## config.mk

```make
export PLATFORM = sky130hd
export DESIGN_NAME = conf_sys_sched
export DESIGN_NICKNAME = d
export VERILOG_FILES = /design/src/rtl/conf_sys_sched_pkg.sv /design/src/rtl/conf_sys_sched_sat_counter.sv /design/src/rtl/conf_sys_sched.sv
export SDC_FILE = /design/constraint.sdc
export NUM_CORES = 1
export LEC_CHECK = 0
export CORE_UTILIZATION = 35
export DETAILED_ROUTE_END_ITERATION = 8
export PLACE_DENSITY_LB_ADDON = 0.08
export SYNTH_ARGS = -nofsm -noshare
export SYNTH_HDL_FRONTEND = slang
export SYNTH_HIERARCHICAL = 1
export SYNTH_SLANG_ARGS = --single-unit
export TNS_END_PERCENT = 100
```

## constraint.sdc

```tcl
create_clock -name clk -period 6.04 [get_ports clk]
set_input_delay 1.812 -clock clk [delete_from_list [all_inputs] [get_ports clk]]
set_output_delay 1.812 -clock clk [all_outputs]
set_load 0.03 [all_outputs]
```

## src/rtl/conf_sys_sched_pkg.sv

```systemverilog
// Shared types for the conf_sys CSC scheduler: FSM states, lane record and helpers.
// Lane records are sized to the package maxima; module parameters must not exceed them.
package conf_sys_sched_pkg;

   localparam int PKG_DATA_W = 32;
   localparam int PKG_IDX_W  = 12;
   localparam int PKG_CNT_W  = 16;

   typedef enum logic [2:0] {
      ST_IDLE   = 3'd0,
      ST_LOAD_A = 3'd1,
      ST_LOAD_B = 3'd2,
      ST_ISSUE  = 3'd3,
      ST_DONE   = 3'd4
   } state_t;

   typedef struct packed {
      logic [PKG_DATA_W-1:0] val;
      logic [PKG_IDX_W-1:0]  row;
      logic                  tag;
      logic                  col_last;
      logic                  last;
   } lane_t;

   localparam lane_t LANE_ZERO = '0;

   function automatic lane_t make_lane(input logic [PKG_DATA_W-1:0] val,
                                       input logic [PKG_IDX_W-1:0]  row,
                                       input logic                  tag,
                                       input logic                  col_last,
                                       input logic                  last);
      lane_t l;
      l.val      = val;
      l.row      = row;
      l.tag      = tag;
      l.col_last = col_last | last;
      l.last     = last;
      return l;
   endfunction

endpackage

```

## src/rtl/conf_sys_sched_sat_counter.sv

```systemverilog
// Saturating up-counter with synchronous clear; clear has priority over increment.
module sat_counter #(
   parameter int CNT_W = 16
) (
   input  logic             clk,
   input  logic             reset,
   input  logic             clr,
   input  logic             inc,
   output logic [CNT_W-1:0] count
);

   logic [CNT_W-1:0] count_reg;

   always_ff @(posedge clk or negedge reset) begin
      if (!reset) begin
         count_reg <= '0;
      end else if (clr) begin
         count_reg <= '0;
      end else if (inc && (count_reg != '1)) begin
         count_reg <= count_reg + CNT_W'(1);
      end
   end

   assign count = count_reg;

endmodule

```

## src/rtl/conf_sys_sched.sv

```systemverilog
// Pairs same-column CSC nonzeros into two-lane beats for conf_sys, with column tag parity.
// Optional SAME_ROW_SPLIT_EN: a same-row pair is issued as two lane1-only beats.
module conf_sys_sched
   import conf_sys_sched_pkg::*;
#(
   parameter int DATA_W = PKG_DATA_W,
   parameter int IDX_W  = PKG_IDX_W,
   parameter int CNT_W  = PKG_CNT_W
) (
   input  logic              clk,
   input  logic              reset,
   input  logic              start,
   input  logic              in_valid,
   output logic              in_ready,
   input  logic [DATA_W-1:0] in_val,
   input  logic [IDX_W-1:0]  in_row,
   input  logic [DATA_W-1:0] in_vec,
   input  logic              in_col_last,
   input  logic              in_last,
   output logic [DATA_W-1:0] val1,
   output logic [DATA_W-1:0] val2,
   output logic [IDX_W-1:0]  rowIdx1,
   output logic [IDX_W-1:0]  rowIdx2,
   output logic              tag1,
   output logic              tag2,
   output logic [DATA_W-1:0] vec,
   output logic              issue,
   input  logic              overlap,
   output logic              busy,
   output logic              done,
   output logic [CNT_W-1:0]  beat_cnt,
   output logic [CNT_W-1:0]  stall_cnt
);

   state_t            state_reg, state_next;
   lane_t             lane1_reg, lane1_next;
   lane_t             lane2_reg, lane2_next;
   lane_t             a_reg, a_next;
   logic [DATA_W-1:0] vec_reg, vec_next;
   logic [DATA_W-1:0] a_vec_reg, a_vec_next;
   logic              col_tag_reg, col_tag_next;
`ifdef SAME_ROW_SPLIT_EN
   lane_t             pend_reg, pend_next;
   logic              split_reg, split_next;
`endif

   lane_t             in_lane;
   logic              cnt_clr;
   logic [1:0]        cnt_inc;
   logic [CNT_W-1:0]  cnt_val [2];

   assign in_lane = make_lane(PKG_DATA_W'(in_val), PKG_IDX_W'(in_row),
                              col_tag_reg, in_col_last, in_last);

   always_comb begin
      state_next   = state_reg;
      lane1_next   = lane1_reg;
      lane2_next   = lane2_reg;
      a_next       = a_reg;
      vec_next     = vec_reg;
      a_vec_next   = a_vec_reg;
      col_tag_next = col_tag_reg;
      cnt_clr      = 1'b0;
`ifdef SAME_ROW_SPLIT_EN
      pend_next    = pend_reg;
      split_next   = split_reg;
`endif
      case (state_reg)
         ST_IDLE, ST_DONE: begin
            if (start) begin
               cnt_clr      = 1'b1;
               col_tag_next = 1'b0;
               state_next   = ST_LOAD_A;
            end
         end
         ST_LOAD_A: begin
            if (in_valid) begin
               if (in_lane.col_last) begin
                  lane1_next = in_lane;
                  lane2_next = LANE_ZERO;
                  vec_next   = in_vec;
                  state_next = ST_ISSUE;
               end else begin
                  a_next     = in_lane;
                  a_vec_next = in_vec;
                  state_next = ST_LOAD_B;
               end
            end
         end
         ST_LOAD_B: begin
            // Lane B rides on lane A's vector element; its own in_vec is ignored.
            if (in_valid) begin
               lane1_next = a_reg;
               lane2_next = in_lane;
               vec_next   = a_vec_reg;
               state_next = ST_ISSUE;
`ifdef SAME_ROW_SPLIT_EN
               if (in_lane.row == a_reg.row) begin
                  lane2_next = LANE_ZERO;
                  pend_next  = in_lane;
                  split_next = 1'b1;
               end
`endif
            end
         end
         ST_ISSUE: begin
            if (!overlap) begin
`ifdef SAME_ROW_SPLIT_EN
               // First half of a split pair: B follows in lane1 without new input.
               if (split_reg) begin
                  lane1_next = pend_reg;
                  lane2_next = LANE_ZERO;
                  split_next = 1'b0;
               end else
`endif
               begin
                  if (lane1_reg.col_last || lane2_reg.col_last) begin
                     col_tag_next = ~col_tag_reg;
                  end
                  if (lane1_reg.last || lane2_reg.last) begin
                     state_next = ST_DONE;
                  end else begin
                     state_next = ST_LOAD_A;
                  end
               end
            end
         end
         default: state_next = ST_IDLE;
      endcase
   end

   always_ff @(posedge clk or negedge reset) begin
      if (!reset) begin
         state_reg   <= ST_IDLE;
         lane1_reg   <= LANE_ZERO;
         lane2_reg   <= LANE_ZERO;
         a_reg       <= LANE_ZERO;
         vec_reg     <= '0;
         a_vec_reg   <= '0;
         col_tag_reg <= 1'b0;
`ifdef SAME_ROW_SPLIT_EN
         pend_reg    <= LANE_ZERO;
         split_reg   <= 1'b0;
`endif
      end else begin
         state_reg   <= state_next;
         lane1_reg   <= lane1_next;
         lane2_reg   <= lane2_next;
         a_reg       <= a_next;
         vec_reg     <= vec_next;
         a_vec_reg   <= a_vec_next;
         col_tag_reg <= col_tag_next;
`ifdef SAME_ROW_SPLIT_EN
         pend_reg    <= pend_next;
         split_reg   <= split_next;
`endif
      end
   end

   // Counter 0 counts issued beats, counter 1 counts overlap-held ISSUE cycles.
   assign cnt_inc[0] = issue;
   assign cnt_inc[1] = (state_reg == ST_ISSUE) && overlap;

   generate
      for (genvar gi = 0; gi < 2; gi++) begin : g_cnt
         sat_counter #(.CNT_W(CNT_W)) u_cnt (
            .clk   (clk),
            .reset (reset),
            .clr   (cnt_clr),
            .inc   (cnt_inc[gi]),
            .count (cnt_val[gi])
         );
      end
   endgenerate

   assign beat_cnt  = cnt_val[0];
   assign stall_cnt = cnt_val[1];

   assign in_ready = (state_reg == ST_LOAD_A) || (state_reg == ST_LOAD_B);
   assign busy     = in_ready || (state_reg == ST_ISSUE);
   assign done     = (state_reg == ST_DONE);
   assign issue    = (state_reg == ST_ISSUE) && !overlap;

   assign val1    = lane1_reg.val[DATA_W-1:0];
   assign val2    = lane2_reg.val[DATA_W-1:0];
   assign rowIdx1 = lane1_reg.row[IDX_W-1:0];
   assign rowIdx2 = lane2_reg.row[IDX_W-1:0];
   assign tag1    = lane1_reg.tag;
   assign tag2    = lane2_reg.tag;
   assign vec     = vec_reg;

endmodule

```

Word level (Yosys, flattened, before mapping) --
Cells that the tools add are included.
Word-level totals: bits of input ports 83, register bits after elaboration 240, ROM bits 0, word-level logic and storage cells 85, memory bits (writable) 0, output and inout bits 158, bits in latches 0, memories kept 0
Operators by class: reduce and logical (&&, ||, !) cells 19, shifts and indexed selects 0, add/sub/neg operators 2, bitwise logic cells 3, eq/ne operators 12, $lt $le $gt $ge 0, muxes and demuxes 29, div/mod/pow operators 0, multiply operators 0
Operator list (count):
- 47-bit two-way mux | 6
- 47-bit one-hot mux with 2 select lines | 2
- 32-bit two-way mux | 3
- 16-bit two-way mux | 4
- 32-bit one-hot mux with 2 select lines | 1
- 16-bit by 1-bit adder with 16-bit output, second input constant | 2
- 16-bit inequality test, second input constant | 2
- 3-bit two-way mux | 5
- 2-bit inequality test, second input constant | 6
- 3-bit one-hot mux with 4 select lines | 1
- 4-bit AND reduction | 3
- 2-bit nonzero test | 4
- 3-bit by 2-bit == test with 1-bit output, second input constant | 2
- 1-bit two-way mux | 6
- 1-bit logical AND | 4
- 1-bit logical OR | 4
- 3-bit by 1-bit == test with 1-bit output, second input constant | 1
- 3-bit == test, second input constant | 1
- 3-bit zero test | 1
- 3-bit AND reduction | 1
- 1-bit NOT | 2
- 1-bit one-hot mux with 2 select lines | 1
- 2-bit OR reduction | 1
- 1-bit zero test | 1
- 1-bit bitwise OR | 1

Longest topological paths before layout --
Gate-level depths: netlist of the first run.
depth in word-level cells 5, depth in mapped cells 8, depth with buffers taken out 5

Modules after synthesis --
The synthesis of the first run kept the hierarchy.
By module, submodules not included:
- conf_sys_sched | area an instance 9821.9 µm², cells each 749, instances 1, sequential area each 5205.0 µm²
- sat_counter | area an instance 942.2 µm², cells each 98, instances 2, sequential area each 400.4 µm²

Least setup slack after synthesis of the first run --
Ideal clock, no wire load.
path kind input to output, from input port overlap, to output port issue, data required time 4.228 ns, stages 1, path buffers 0, arrival time 2.342 ns, path slack 1.886 ns, path through nor2_1
On the way: longest elaborated chain between the ends 2
Ends and longest elaborated chain:
- start: declaration | RTL line conf_sys_sched.sv:28 | input logic overlap,
- 1-bit zero test | RTL line conf_sys_sched.sv:182 | assign issue = (state_reg == ST_ISSUE) && !overlap;
- 1-bit logical AND | RTL line conf_sys_sched.sv:182
- end: declaration | RTL line conf_sys_sched.sv:27 | output logic issue,
Every way passes these cells.

Final worst setup path of the first run --
Same ends and word-level chain as after synthesis.

==> results of run 1 <==
-- cells in the mapped netlist (all sizes together) (2+ instances only) --
master    n
clkbuf   11
buf     124
dfrtp   240
nor3      4
nand3    10
or4      14
nand2    61
nand2b    4
a211oi    2
nand4    14
nand3b    3
and4      4
mux2i    47
nor4     10
and3      4
o211ai    3
o31ai    15
inv      54
a21oi    24
and2      3
o21ai    11
mux2    243
nor2     16
or3       6
ha        2
nor2b     9
-- cell type report --
class | count | area [µm²] | area share, %
Sequential cell | 240 | 6010 | 40.6
Multi-Input combinational cell | 516 | 4590 | 31.0
Timing Repair Buffer | 251 | 2510 | 17.0
Clock buffer | 46 | 850 | 5.74
Tap cell | 442 | 553 | 3.74
Inverter | 54 | 203 | 1.37
Clock inverter | 7 | 85.1 | 0.575
-- critical path, delay by kind of cell --
| family | cells | cell delay, ps |
|---|---|---|
| simple gates | 1 | 320 |
| buf+inv | 2 | 1250 |
-- cell families after synthesis --
kind of cell	count (synthesis)	share of synthesized area, %
AOI/OAI and AO/OA	59	3.21
adders and majority gates	2	0.214
buffers and inverters	189	9.65
DFF	240	51.3
muxes	290	27.7
and+or+nand+nor	165	7.91
-- per-layer routing --
layer	track usage, %	vias to the layer above
li1	-	3513
met1	20.9	3654
met2	24.8	167
met3	3.17	30
met4	3.34	0
met5	0	-
-- power by group --
group | internal (mW) | switching [mW] | total [mW]
logic | 1.69 | 1.83 | 3.53
clock network | 1.04 | 0.667 | 1.71
registers | 2.31 | 0.362 | 2.67
-- worst min path at each step --
stage	start	endpoint	slack, ps	depth (start not counted)
5_1_grt	a_reg[40]	a_reg[40]	500	1
2_1_floorplan	a_reg[0]	a_reg[0]	450	1
4_1_cts	a_reg[0]	a_reg[0]	480	1
6_report	a_reg[0]	a_reg[0]	480	1
3_3_place_gp	a_reg[0]	a_reg[0]	470	1
3_5_place_dp	a_reg[0]	a_reg[0]	470	1
==> results.py, run 1 <==
metrics = {
    "yosys": {
        "synth.largest_area_cell": "dfrtp_1",
        "ys_ff_latch": 240,
        "syn_area_um2": 11700,
        "synth_warnings": 6,
        "async_flop_share_pct": 100,
        "syn_inst": 945,
        "ys.flop_type": "dfrtp_1",
        "syn_avg_cell_area_um2": 12.4,
        "ys_types": 45,
        "yosys-top-cells-area": "dfrtp_1 51%, mux2_2 21%, buf_4 6.2%",
        "synth_top_cell_area_share_pct": 51.3,
        "yosysSeqAreaShare_pct": 51.3,
        "synth_edf_count": 0,
        "syn_nets": 1030,
    },
    "clock_network": {
        "cts_tree": "done",
        "cts_hold_buf": 0,
        "cts-root-buf": "clkbuf_16",
        "post_cts_buffers": 0,
        "numCtsBuffers": 29,
        "cts_resized": 0,
        "htree_levels": 1,
        "clkLatencyLatePin_ps": 540,
        "cts_sinks": 240,
        "clkTransAtPathRegs_ps": 50,
        "clock_path_buffers": 3,
    },
    "sta": {
        "fin_hold_ws_ps": 479,
        "slew_viol_final": 0,
        "max_freq_mhz": 192,
        "skew_ps": 20.7,
        "rsz0062_at_grt": "no",
        "tns_ps": 0,
        "slew-limit-headroom_pct": 30.5,
        "tightest_slew_ps": 1040,
        "fin_crit_ps": 5200,
        "report.final.hold_viol_count": 0,
        "finalSetupViolCount": 0,
        "setup_ws_ps": 845,
        "fin_crit_sh_pct": 86.0,
    },
    "route": {
        "via_per_inst": 4.73,
        "wl_per_cell_um": 16.5,
        "drc": 0,
        "dr.pass1.iters": 4,
        "highest_layer": "met4",
        "drt-total-wl_mm": 25.8,
        "drt.antenna.violating_nets": 0,
        "met2WireLength_mm": 11.9,
        "wirelength_met1_mm": 12.0,
        "vias": 7364,
        "dr.first_iter.drc_count": 326,
        "met3_length_mm": 1.43,
    },
    "global_routing": {
        "overflow": 0,
        "grt_max_degree": 104,
        "antenna_found_initial": 0,
        "globalRouteTotalUtil_pct": 15.3,
        "grt_pass1_wl_mm": 41.7,
        "grt_pass1_vias": 7500,
    },
    "placement": {
        "hpwlAfterDp_mm": 16.1,
        "dpl_cell_area_um2": 13900,
        "place_congestion": 0.744,
        "io_buffers": 240,
        "pre_cts_ws_ps": 862,
        "dp_cells": 1503,
    },
    "critical_path": {
        "worst-r2r-cell-count": 5,
        "worstReg2RegStart": "state_reg[2]",
        "path_max_fanout": 5,
        "worstSetupPathType": "in2out",
        "crit_slowest_cell": "clkdlybuf4s50_1",
        "crit_end": "issue",
        "max_stage_delay_ps": 740,
        "cp-start-kind": "input port",
        "crit_top_cell": "clkdlybuf4s50_1",
        "r2r_setup_slack_ps": 3610,
        "cp.required_ps": 4230,
        "reg2reg_to": "g_cnt[0].u_cnt/count[3]",
        "cp-startpoint": "overlap",
        "critical_path.cell_chain": "clkdlybuf4s50_1 > nor2_1 > clkdlybuf4s50_1",
        "cp.arrival_ps": 3380,
        "critPathCaptureType": "output pin",
    },
    "pwr": {
        "peakVddDrop_v": 0.000257,
        "p_total_mw": 7.90,
        "p_per_area_nw_per_um2": 534,
        "p_leak_nw": 6.40,
    },
    "cells_and_area": {
        "final_common_cell": "dfrtp_1",
        "nFillCells": 3080,
        "post_route_cells_drive_above_1_share_pct": 26.9,
        "nNetsFinal": 1177,
        "final_area_um2": 14800,
        "diodes": 0,
        "largest_register_ff_count": 46,
        "post-route-util_pct": 45.2,
        "final_cell_mix": "240 x dfrtp_1, 239 x clkdlybuf4s50_1, 215 x mux2_2, 60 x nand2_1, 54 x inv_1",
        "fin_cells": 1556,
        "area_growth_syn_to_layout_pct": 26.4,
    },
    "min_path": {
        "hold_class": "reg2reg",
    },
    "floorplanning": {
        "initial_utilization_pct": 35.8,
        "rows": 66,
        "io_pins": 241,
        "fp.dieArea_um2": 34200,
        "die_y_um": 185,
        "core_area_um2": 32700,
        "chipWidth_um": 185,
    },
    "flow_run": {
        "cap_violations": 0,
    },
    "run_status": {
        "outcome": "finished clean",
    },
}
Note: power is estimated with default switching activity, not from simulation.
==> run 2: changes to the inputs <==
--- a/config.mk
+++ b/config.mk
@@ -7,6 +7,7 @@
 export LEC_CHECK = 0
 export CORE_UTILIZATION = 35
 export DETAILED_ROUTE_END_ITERATION = 8
+export HOLD_SLACK_MARGIN = 0.12
 export PLACE_DENSITY_LB_ADDON = 0.08
 export SYNTH_ARGS = -nofsm -noshare
 export SYNTH_HDL_FRONTEND = slang
==> results of run 2 <==
Final layout, timing and power as in run 1 (identical DEF).
==> run 3: changes to the inputs <==
--- a/config.mk
+++ b/config.mk
@@ -9,6 +9,7 @@
 export DETAILED_ROUTE_END_ITERATION = 8
 export HOLD_SLACK_MARGIN = 0.12
 export PLACE_DENSITY_LB_ADDON = 0.08
+export RECOVER_POWER = 25
 export SYNTH_ARGS = -nofsm -noshare
 export SYNTH_HDL_FRONTEND = slang
 export SYNTH_HIERARCHICAL = 1
==> run 3 against run 2 <==
Non-clock buffer count stayed put. Register-to-register slack hardly changed. Count of clock-buffer cells in the layout stayed put. The flow now finishes with violations (max-capacitance violations, max-slew violations). Via count down 0.20%.
==> results.py, run 3 (synthesized netlist as in run 1, its figures left out) <==
metrics = {
    "cells_and_area": {
        "nNetsFinal": 1177,
        "area_growth_syn_to_layout_pct": 26.2,
        "diodes": 0,
        "final_common_cell": "dfrtp_1",
        "final_area_um2": 14800,
        "nFillCells": 3083,
        "multiInputGateArea_um2": 4590,
        "post_route_cells_drive_above_1_share_pct": 26.8,
        "largest_register_ff_count": 46,
        "final_cell_mix": "240 x dfrtp_1, 238 x clkdlybuf4s50_1, 215 x mux2_2, 60 x nand2_1, 54 x inv_1",
        "seq_area_um2": 6010,
    },
    "critical_path": {
        "critPathCaptureType": "output pin",
        "cp-start-kind": "input port",
        "worstSetupPathType": "in2out",
        "r2r_setup_slack_ps": 3600,
        "path_max_fanout": 5,
        "cp.required_ps": 4230,
        "cp.arrival_ps": 3490,
    },
    "sta": {
        "slew-limit-headroom_pct": -84.3,
        "fin_crit_ps": 5300,
        "report.final.hold_viol_count": 0,
        "max_freq_mhz": 189,
        "rsz0062_at_grt": "no",
        "finalSetupViolCount": 0,
        "skew_ps": 21.4,
        "fin_crit_sh_pct": 87.7,
        "tns_ps": 0,
        "tightest_slew_ps": 2760,
        "slew_viol_final": 104,
    },
    "route": {
        "wl_per_cell_um": 16.6,
        "vias": 7349,
        "drt-total-wl_mm": 25.8,
        "dr.pass1.iters": 4,
        "drc": 0,
        "dr.first_iter.drc_count": 299,
        "via_per_inst": 4.72,
        "drt.antenna.violating_nets": 0,
    },
    "clock_network": {
        "clkTransAtPathRegs_ps": 50,
        "post_cts_buffers": 0,
        "cts_sinks": 240,
        "clkLatencyLatePin_ps": 540,
        "cts-root-buf": "clkbuf_16",
        "clock_path_buffers": 3,
        "cts_hold_buf": 0,
        "cts_resized": 0,
        "htree_levels": 1,
        "numCtsBuffers": 29,
        "cts_tree": "done",
    },
    "placement": {
        "dpl_cell_area_um2": 13900,
        "hpwlAfterDp_mm": 16.1,
        "place_congestion": 0.744,
        "io_buffers": 240,
    },
    "run_status": {
        "violations": "max-capacitance violations, max-slew violations",
        "outcome": "complete, but fails checks",
    },
    "pwr": {
        "p_leak_nw": 6.40,
        "p_per_area_nw_per_um2": 535,
        "peakVddDrop_v": 0.000259,
    },
    "global_routing": {
        "use_met1_pct": 20.9,
        "use_met2_pct": 24.8,
        "grt_max_degree": 104,
        "grt_pass1_vias": 7500,
        "grt_pass1_wl_mm": 41.7,
        "antenna_found_initial": 0,
        "overflow": 0,
        "grt_busiest_layer": "met2",
        "grt_use_met3_pct": 3.17,
        "globalRouteTotalUtil_pct": 15.3,
    },
    "floorplanning": {
        "core_area_um2": 32700,
        "io_pins": 241,
        "chipWidth_um": 185,
        "rows": 66,
        "fp.dieArea_um2": 34200,
        "die_y_um": 185,
        "initial_utilization_pct": 35.8,
    },
    "min_path": {
        "hold_class": "reg2reg",
    },
    "flow_run": {
        "cap_violations": 1,
    },
}
==> run 3: where the power goes <==
| part | switching (mW) | leakage [nW] | internal [mW] |
|---|---|---|---|
| Combinational | 1.84 | 2.91 | 1.69 |
| Sequential | 0.362 | 3.03 | 2.31 |
| Clock | 0.668 | 0.461 | 1.04 |
| Total | 2.87 | 6.40 | 5.04 |
==> run 3: final cells by class <==
type                            instances  area share, %
Sequential cell                       240           40.6
Multi-Input combinational cell        516           31.0
Inverter                               54           1.37
Clock inverter                          7          0.576
Timing Repair Buffer                  251           16.9
Clock buffer                           46           5.75
Tap cell                              442           3.74
==> run 3: critical path, stage by stage <==
cell and delay, ps:
dlygate4sd3_1 630, nor2_1 300, clkdlybuf4s50_1 740
==> run 3: per-stage QoR <==
step / instances / util [%] / hold WS, ps / total power, mW / setup WS, ps
2_1_floorplan: 945 / - / 447 / 5.36 / 1890
4_1_cts: 1556 / 45.2 / 483 / 8.05 / 852
3_5_place_dp: 1503 / 42.4 / 471 / 6.28 / 862
6_report: 1556 / 45.2 / 483 / 7.91 / 743
5_1_grt: 1556 / 45.2 / 499 / 8.39 / 677
3_3_place_gp: 1503 / 42.4 / 467 / 6.24 / 903
==> run 3: path summary, 6_finish.rpt <==
path,cells past startpoint,start,to
max,3,overlap,issue
min,1,a_reg[0],a_reg[0]
max reg2reg,5,state_reg[2],g_cnt[0].u_cnt/count[3]
min reg2reg,1,a_reg[0],a_reg[0]
max in group asynchronous,2,reset,a_vec_reg[30]
min in group asynchronous,1,reset,rowIdx1[4]
==> run 3: metal layers <==
metal | part of all wire [%] | up-vias
met5 | 0 | -
met3 | 5.5 | 30
met2 | 46 | 157
li1 | - | 3512
met1 | 47 | 3650
met4 | 1.8 | 0
